[src/rtl/avmm_hex_responder_pkg.sv]
// Shared constants for the Avalon-MM hex display responder: register map,
// DIGIT field positions, 7-segment glyph table and FSM state type.
package avmm_hex_responder_pkg;

    localparam int NUM_DIGITS = 6;

    // Word addresses; 0..5 are the DIGIT registers.
    localparam logic [3:0] ADDR_CTRL   = 4'd6;
    localparam logic [3:0] ADDR_STATUS = 4'd7;

    // DIGIT register fields (value lives in bits 3:0).
    localparam int DIG_DP    = 4;
    localparam int DIG_BLANK = 5;
    localparam int DIG_BLINK = 6;

    localparam logic [6:0] DIGIT_RST = 7'h20;

    // Active-low g..a glyphs, entry n is the glyph for hex value n.
    localparam logic [15:0][6:0] SEG_LUT = {
        7'h0E, 7'h06, 7'h21, 7'h46,   // F E d C
        7'h03, 7'h08, 7'h10, 7'h00,   // b A 9 8
        7'h78, 7'h02, 7'h12, 7'h19,   // 7 6 5 4
        7'h30, 7'h24, 7'h79, 7'h40    // 3 2 1 0
    };

    typedef enum logic {
        IDLE = 1'b0,
        ACK  = 1'b1
    } state_t;

endpackage

[src/rtl/avmm_hex_responder_hex7seg_decode.sv]
// Single-digit decoder: 4-bit value plus decimal point to active-low segments.
module hex7seg_decode
    import avmm_hex_responder_pkg::*;
(
    input  logic [3:0] value,
    input  logic       dp,
    output logic [7:0] seg
);

    assign seg = {~dp, SEG_LUT[value]};

endmodule

[src/rtl/avmm_hex_responder.sv]
// Avalon-MM slave driving six 7-segment displays with one wait state per
// access. Optional blink support is built when HEX_BLINK_EN is defined.
module avmm_hex_responder
    import avmm_hex_responder_pkg::*;
#(
    parameter int CLK_HZ   = 50000000,
    parameter int BLINK_HZ = 2
) (
    input  logic        clk,
    input  logic        reset_n,
    input  logic [3:0]  address,
    input  logic        read,
    input  logic        write,
    input  logic [31:0] writedata,
    output logic [31:0] readdata,
    output logic        waitrequest,
    output logic [7:0]  hex0,
    output logic [7:0]  hex1,
    output logic [7:0]  hex2,
    output logic [7:0]  hex3,
    output logic [7:0]  hex4,
    output logic [7:0]  hex5
);

    state_t                            state;
    logic [NUM_DIGITS-1:0][6:0]        digit;
    logic                              enable;
    logic [7:0]                        wcnt;
    logic                              phase;
    logic [31:0]                       rd_mux;
    logic [NUM_DIGITS-1:0][7:0]        seg;
    logic [NUM_DIGITS-1:0][7:0]        hex_q;
    logic                              commit;
    logic                              unused_ok;

`ifdef HEX_BLINK_EN
    localparam int  PRESC    = (CLK_HZ / (2 * BLINK_HZ) > 1) ? CLK_HZ / (2 * BLINK_HZ) : 1;
    localparam int  PW       = (PRESC > 1) ? $clog2(PRESC) : 1;
    localparam logic BLINK_EN = 1'b1;

    logic [PW-1:0] presc;

    // Free-running prescaler; phase flips and the count wraps on terminal count.
    always_ff @(posedge clk or negedge reset_n) begin
        if (!reset_n) begin
            presc <= '0;
            phase <= 1'b0;
        end else if (presc == PW'(PRESC - 1)) begin
            presc <= '0;
            phase <= ~phase;
        end else begin
            presc <= presc + PW'(1);
        end
    end
`else
    localparam logic BLINK_EN = 1'b0;

    logic [31:0] unused_cfg;

    assign phase      = 1'b0;
    assign unused_cfg = CLK_HZ ^ BLINK_HZ;
`endif

    assign unused_ok = ^writedata[31:7];

    // A write lands on the edge that leaves ACK; a withdrawn strobe commits nothing.
    assign commit = (state == ACK) && write;

    // Read mux; anything not mapped reads as zero.
    always_comb begin
        rd_mux = '0;
        case (address)
            4'd0, 4'd1, 4'd2, 4'd3, 4'd4, 4'd5: rd_mux = {25'd0, digit[address[2:0]]};
            ADDR_CTRL:   rd_mux = {31'd0, enable};
            ADDR_STATUS: rd_mux = {16'd0, wcnt, 7'd0, phase};
            default:     rd_mux = '0;
        endcase
    end

    // Handshake FSM: IDLE stalls, ACK releases for exactly one cycle.
    always_ff @(posedge clk or negedge reset_n) begin
        if (!reset_n) begin
            state       <= IDLE;
            waitrequest <= 1'b1;
            readdata    <= '0;
        end else begin
            case (state)
                IDLE: begin
                    if (read || write) begin
                        state       <= ACK;
                        waitrequest <= 1'b0;
                        // Simultaneous read+write is a write; it returns zero.
                        readdata    <= (read && !write) ? rd_mux : '0;
                    end
                end
                ACK: begin
                    state       <= IDLE;
                    waitrequest <= 1'b1;
                    readdata    <= '0;
                end
                default: begin
                    state       <= IDLE;
                    waitrequest <= 1'b1;
                    readdata    <= '0;
                end
            endcase
        end
    end

    // Register file and write counter; STATUS and 8..15 ignore writes.
    always_ff @(posedge clk or negedge reset_n) begin
        if (!reset_n) begin
            digit  <= {NUM_DIGITS{DIGIT_RST}};
            enable <= 1'b1;
            wcnt   <= '0;
        end else if (commit) begin
            if (address < 4'd6)
                digit[address[2:0]] <= {writedata[DIG_BLINK] & BLINK_EN, writedata[5:0]};
            else if (address == ADDR_CTRL)
                enable <= writedata[0];
            if (address <= ADDR_CTRL)
                wcnt <= wcnt + 8'd1;
        end
    end

    for (genvar i = 0; i < NUM_DIGITS; i++) begin : g_dec
        hex7seg_decode u_dec (
            .value (digit[i][3:0]),
            .dp    (digit[i][DIG_DP]),
            .seg   (seg[i])
        );
    end

    // Registered display outputs with blank/disable/blink override.
    always_ff @(posedge clk or negedge reset_n) begin
        if (!reset_n) begin
            hex_q <= {NUM_DIGITS{8'hFF}};
        end else begin
            for (int i = 0; i < NUM_DIGITS; i++) begin
                if (digit[i][DIG_BLANK] || !enable || (digit[i][DIG_BLINK] && phase))
                    hex_q[i] <= 8'hFF;
                else
                    hex_q[i] <= seg[i];
            end
        end
    end

    assign hex0 = hex_q[0];
    assign hex1 = hex_q[1];
    assign hex2 = hex_q[2];
    assign hex3 = hex_q[3];
    assign hex4 = hex_q[4];
    assign hex5 = hex_q[5];

endmodule

[config.mk]
export PLATFORM = sky130hd
export DESIGN_NAME = avmm_hex_responder
export DESIGN_NICKNAME = d
export VERILOG_FILES = /design/src/rtl/avmm_hex_responder_pkg.sv /design/src/rtl/avmm_hex_responder_hex7seg_decode.sv /design/src/rtl/avmm_hex_responder.sv
export SDC_FILE = /design/constraint.sdc
export NUM_CORES = 1
export LEC_CHECK = 0
export ABC_AREA = 1
export CORE_ASPECT_RATIO = 1.4
export CORE_MARGIN = 3
export CORE_UTILIZATION = 50
export DETAILED_ROUTE_END_ITERATION = 10
export PLACE_DENSITY = 0.79
export SLEW_MARGIN = 10
export SYNTH_ARGS = -nofsm -noshare
export SYNTH_HDL_FRONTEND = slang
export SYNTH_SLANG_ARGS = --single-unit
[constraint.sdc]
create_clock -name clk -period 2.23 [get_ports clk]
set_input_delay 0.446 -clock clk [delete_from_list [all_inputs] [get_ports clk]]
set_output_delay 0.446 -clock clk [all_outputs]
set_load 0.03 [all_outputs]
==> results of run 1 <==
worst min path at each step:
stage	endpoint	slack, ns	cells past startpoint
final	digit[36]$_DFFE_PN0P_	0.08	1
after global routing	digit[36]$_DFFE_PN0P_	0.11	1
after CTS	digit[3]$_DFFE_PN0P_	0.09	1
after detailed placement	hex5[7]$_DFF_PN1_	0.43	1
after global placement	hex3[7]$_DFF_PN1_	0.44	1
after floorplan	digit[0]$_DFFE_PN0P_	0.15	0
power by group through the flow:
stage	Sequential (mW)	Combinational (mW)	Clock, mW
2_1_floorplan	3.06	1.03	0
3_3_place_gp	2.79	1.88	0
3_5_place_dp	2.82	1.94	0
4_1_cts	2.79	1.96	1.52
5_1_grt	2.84	2.16	1.60
6_report	2.79	1.95	1.49
metal layers:
| layer | vias up | wire, um |
|---|---|---|
| li1 | 2262 | - |
| met1 | 2241 | 4950 |
| met2 | 163 | 6940 |
| met3 | 19 | 596 |
| met4 | 0 | 277 |
| met5 | - | 0 |
sequential cells by signal, indices dropped and copies added, names as in the netlist:
name,count
hex2,8
wcnt,8
waitrequest,1
hex5,8
hex3,8
hex0,8
enable,1
digit,36
hex1,8
hex4,8
readdata,14
state,1
per-stage QoR:
stage,cells,hold WS (ns),worst slack (ns)
floorplan,671,0.150,0.856
global placement,859,0.435,0.240
detailed placement,859,0.435,0.195
CTS,875,0.0890,0.226
global route,875,0.105,0.201
finish,875,0.0784,0.242
synth_stat cells, drive strengths merged:
master,count,area [um^2]
nand2,186,713
o21ai,71,374
inv,65,244
dfstp,56,1470
dfrtp,53,1330
nand3,49,245
ha,37,463
buf,34,243
nor2,25,118
o211ai,17,128
a31oi,10,62.6
clkbuf,9,33.8
a21oi,8,40.0
nand4,8,50.1
nor3,6,35.0
o2111ai,6,52.6
xor2,6,52.6
o311ai,3,26.3
o31ai,3,22.5
clkinv,1,3.75
conb,1,3.75
layout make-up:
type / count / share of cell area (%)
sequential: 109 / 40.9
tap: 141 / 2.58
inverter: 66 / 3.62
clock buffer: 13 / 3.80
clock inverter: 3 / 0.311
multi-input combinational: 453 / 35.8
timing repair buffer: 90 / 13.0
cell families (layout without fill, tap and decap cells):
logic type,Yosys count,in the layout,synth area share [%]
xor gates and xnor gates,6,6,0.921
and+or+nand+nor,274,274,20.3
other,1,18,0.0657
DFF,109,109,49.0
adders and majority gates,37,37,8.11
AOI/OAI and AO/OA,118,118,12.4
buffers and inverters,109,172,9.18
==> impl_metrics.tcl, run 1 <==
set metrics [dict create \
    final-setup-viol-count 0 \
    final_antenna_net_count 0 \
    multiInputGateArea_mm2 0.00245 \
    postSynthAreaPerCell_um2 8.73 \
    gp_congestion 0.944 \
    htree_levels 3 \
    skew_ns 0.00694 \
    grt_first_pass_wirelength_um 21500 \
    crit_family "buffers and inverters" \
    power_frac_seq_pct 44.8 \
    cp_num_buf_inv 1 \
    hp-class "input pin to asynchronous set/reset pin" \
    intPower_mw 4.00 \
    crit_arrival_ns 1.54 \
    cts.path.max_buffers 2 \
    cts_resized 0 \
    ys_ff_latch 109 \
    final_common_cell "nand2_1" \
    num-fill-cells 951 \
    fin_nets 806 \
    post-route-util_pct 62.3 \
    cp-startpoint "waitrequest$_DFFE_PN1P_" \
    r2r_cells 5 \
    cts_tree "built" \
    dpl.hpwl_um 9660 \
    drive_gt1_share_pct 12.9 \
    worstSetupPathDepth 1 \
    rsz0062_at_grt "no" \
    gr-usage-met3_pct 3.13 \
    p_comb_share_pct 31.3 \
    wl_um 12800 \
    start_util_pct 52.0 \
    crit_fanout 2 \
    final_hold_viol_count 0 \
    drt_iter0_markers 270 \
    endpoint "waitrequest" \
    drc_errors 0 \
    grt_util_met2_pct 38.2 \
    worstPathRequired_ns 1.78 \
    syn-cell-area_mm2 0.00571 \
    synth_cell_type_count 30 \
    die-area_mm2 0.0128 \
    pwr_density_cell_mw_per_mm2 909 \
    dpl_cell_area_mm2 0.00656 \
    max_stage_delay_ns 0.67 \
    num_rows 45 \
    avgViaCountPerCell 5.35 \
    syn_to_final_growth_pct 19.9 \
    die_w_um 96.3 \
    numCtsBuffers 9 \
    cts_setup_buffers 0 \
    critPathLaunchType "register" \
    worst_slew_pin_slew_ns 0.563 \
    crit_chain "clkdlybuf4s50_1" \
    port_buffers 76 \
    drv_cap 0 \
    overflow 0 \
    power_mw 6.22 \
    status "finished, final reports clean" \
    dr.pass1.iters 5 \
    cts_sinks 109 \
    worstSkewPairLatency_ns 0.34 \
    swShare_pct 35.7 \
    critPathSlowestCell "clkdlybuf4s50_1" \
    vias 4685 \
    core_area_mm2 0.0110 \
    clkPwrFrac_pct 24.0 \
    diodes 0 \
    final-max-slew-violation-count 0 \
    crit_type "register to output pin" \
    regArea_mm2 0.00280 \
    busiest_layer "met2" \
    power_switching_mw 2.22 \
    grtUsageTotal_pct 21.2 \
    regToRegStartpoint "enable$_DFFE_PN1P_" \
    grt_pass1_vias 4492 \
    ys.warnings.count 0 \
    fin_area_mm2 0.00684 \
    reg2reg_slack_ns 0.69 \
    io-pin-count 121 \
    chipHeight_um 132 \
    p_leak_nw 2.99 \
    antenna_found_initial 0 \
    grt.met1_usage_pct 25.1 \
    syn_inst 654 \
    max_freq_mhz 503 \
    cts_hold_buf 0 \
    max-slew-margin-rel_pct 62.3 \
    fin_crit_sh_pct 89.2 \
    vdd_ir_drop_max_v 0.000451 \
    clkSlewWorstSetupHoldPaths_ns 0.07 \
    grt_max_degree 39 \
    root_buffer "clkbuf_16" \
    tns_ns 0 \
    final_cell_mix "nand2_1, clkdlybuf4s50_1, inv_1" \
    end_kind "output pin" \
    ys_seq_area_share_pct 49.0 \
    final.min_clock_period_ns 1.99 \
    wl_per_cell_um 14.6 \
    r2r-end "hex1[0]$_DFF_PN1_" \
]
(Power assumes the default switching activity.)
==> run 2: changes to the inputs <==
==> constraint.sdc (replaced) <==
create_clock -name clk -period 2.23 [get_ports clk]
set_input_delay 0.3345 -clock clk [delete_from_list [all_inputs] [get_ports clk]]
set_output_delay 0.3345 -clock clk [all_outputs]
set_load 0.03 [all_outputs]
==> impl_metrics.tcl, run 2 (synthesis gave the netlist of run 1 again) <==
set metrics [dict create \
    cts_hold_buf 0 \
    largestRegisters "digit: 36 flops, readdata: 14 flops" \
    cp_num_buf_inv 1 \
    final_antenna_net_count 0 \
    io-pin-count 121 \
    crit_fanout 2 \
    status "finished, final reports clean" \
    drive_gt1_share_pct 13.2 \
    core_area_mm2 0.0110 \
    final.min_clock_period_ns 1.89 \
    drc_errors 0 \
    grt_first_pass_wirelength_um 21400 \
    hp-class "input pin to asynchronous set/reset pin" \
    max-slew-margin-rel_pct 59.7 \
    grt_max_degree 48 \
    final-max-slew-violation-count 0 \
    regMostFlops "digit" \
    cts.path.max_buffers 2 \
    end_kind "output pin" \
    fin_crit_sh_pct 84.5 \
    start_util_pct 52.0 \
    cts_tree "built" \
    syn_to_final_growth_pct 20.6 \
    vias 4685 \
    pwr_density_cell_mw_per_mm2 934 \
    critPathLaunchType "register" \
    worst_slew_pin_slew_ns 0.605 \
    diodes 0 \
    cts_sinks 109 \
    dp_slack_ns 0.214 \
    tns_ns 0 \
    wl_um 12800 \
    crit_family "buffers and inverters" \
    fin_nets 806 \
    final_hold_viol_count 0 \
    port_buffers 76 \
    overflow 0 \
    num_rows 45 \
    max_freq_mhz 530 \
    final_common_cell "nand2_1" \
    htree_levels 3 \
    dpl.hpwl_um 9670 \
    post-route-util_pct 62.7 \
    drt_iter0_markers 244 \
    fin_ws_ns 0.345 \
    avgViaCountPerCell 5.35 \
    drv_cap 0 \
    max_stage_delay_ns 0.67 \
    cts_resized 0 \
    chipHeight_um 132 \
    largest_reg_flops 36 \
    crit_chain "clkdlybuf4s50_1" \
    antenna_found_initial 0 \
    worstSkewPairLatency_ns 0.35 \
    die_w_um 96.3 \
    wl_per_cell_um 14.7 \
    vdd_ir_drop_max_v 0.000469 \
    grtUsageTotal_pct 21.4 \
    cts_setup_buffers 0 \
    reg2reg_slack_ns 0.71 \
    crit_type "register to output pin" \
    root_buffer "clkbuf_16" \
    gp_congestion 0.909 \
    worstPathRequired_ns 1.90 \
    final_cell_mix "nand2_1, clkdlybuf4s50_1, inv_1" \
    skew_ns 0.00834 \
    rsz0062_at_grt "no" \
    clkSlewWorstSetupHoldPaths_ns 0.07 \
    dr.pass1.iters 5 \
    grt_pass1_vias 4557 \
    critPathSlowestCell "clkdlybuf4s50_1" \
    final-setup-viol-count 0 \
    p_leak_nw 3.02 \
    crit_arrival_ns 1.55 \
    die-area_mm2 0.0128 \
    numCtsBuffers 9 \
]
run 2: cell count changes in the layout (fill, tap and decap cells not counted), sizes merged:
cell	change
clkbuf	-4
bufinv	+2
inv	+2
clkinv	+1
clkinvlp	-1
run 2: metrics by stage:
step | area, um^2 | hold slack, ns | total power [mW] | std cells
after floorplan | 5770 | 0.0389 | 4.09 | 671
after global placement | 6560 | 0.377 | 4.66 | 859
after detailed placement | 6560 | 0.387 | 4.75 | 859
after CTS | 6880 | 0.0127 | 6.46 | 875
after global routing | 6880 | 0.0409 | 6.82 | 875
final | 6880 | 0.00283 | 6.43 | 875
run 2: worst paths after layout:
| check | startpoint | to | cells after the start |
|---|---|---|---|
| setup reg to reg | enable$_DFFE_PN1P_ | hex0[2]$_DFF_PN1_ | 3 |
| hold / removal | reset_n | digit[8]$_DFFE_PN0P_ | 1 |
| setup / recovery | waitrequest$_DFFE_PN1P_ | waitrequest | 1 |
| hold reg to reg | digit[39]$_DFFE_PN0P_ | hex5[7]$_DFF_PN1_ | 1 |
| max in group asynchronous | reset_n | hex1[0]$_DFF_PN1_ | 2 |
| min in group clk | digit[39]$_DFFE_PN0P_ | hex5[7]$_DFF_PN1_ | 1 |
run 2: area by class of cell:
type / instances / area, um^2
timing repair buffer: 90 / 888
fill: 926 / 4100
clock buffer: 9 / 225
inverter: 66 / 248
tap: 141 / 176
multi-input combinational: 453 / 2450
clock inverter: 7 / 96.3
sequential: 109 / 2800
run 2: routing by layer:
layer	share of wire [%]	GRT usage, %	vias to the layer above
met3	5.2	3.81	21
met2	54	37.3	173
met5	0	0	-
li1	-	-	2260
met4	2.2	9.05	0
met1	39	25.2	2231
run 2: where the power goes:
group / leakage [nW] / switching, mW / internal (mW)
combinational: 1.57 / 1.24 / 0.711
sequential: 1.28 / 0.314 / 2.47
clock: 0.160 / 0.706 / 0.990
total: 3.02 / 2.26 / 4.17
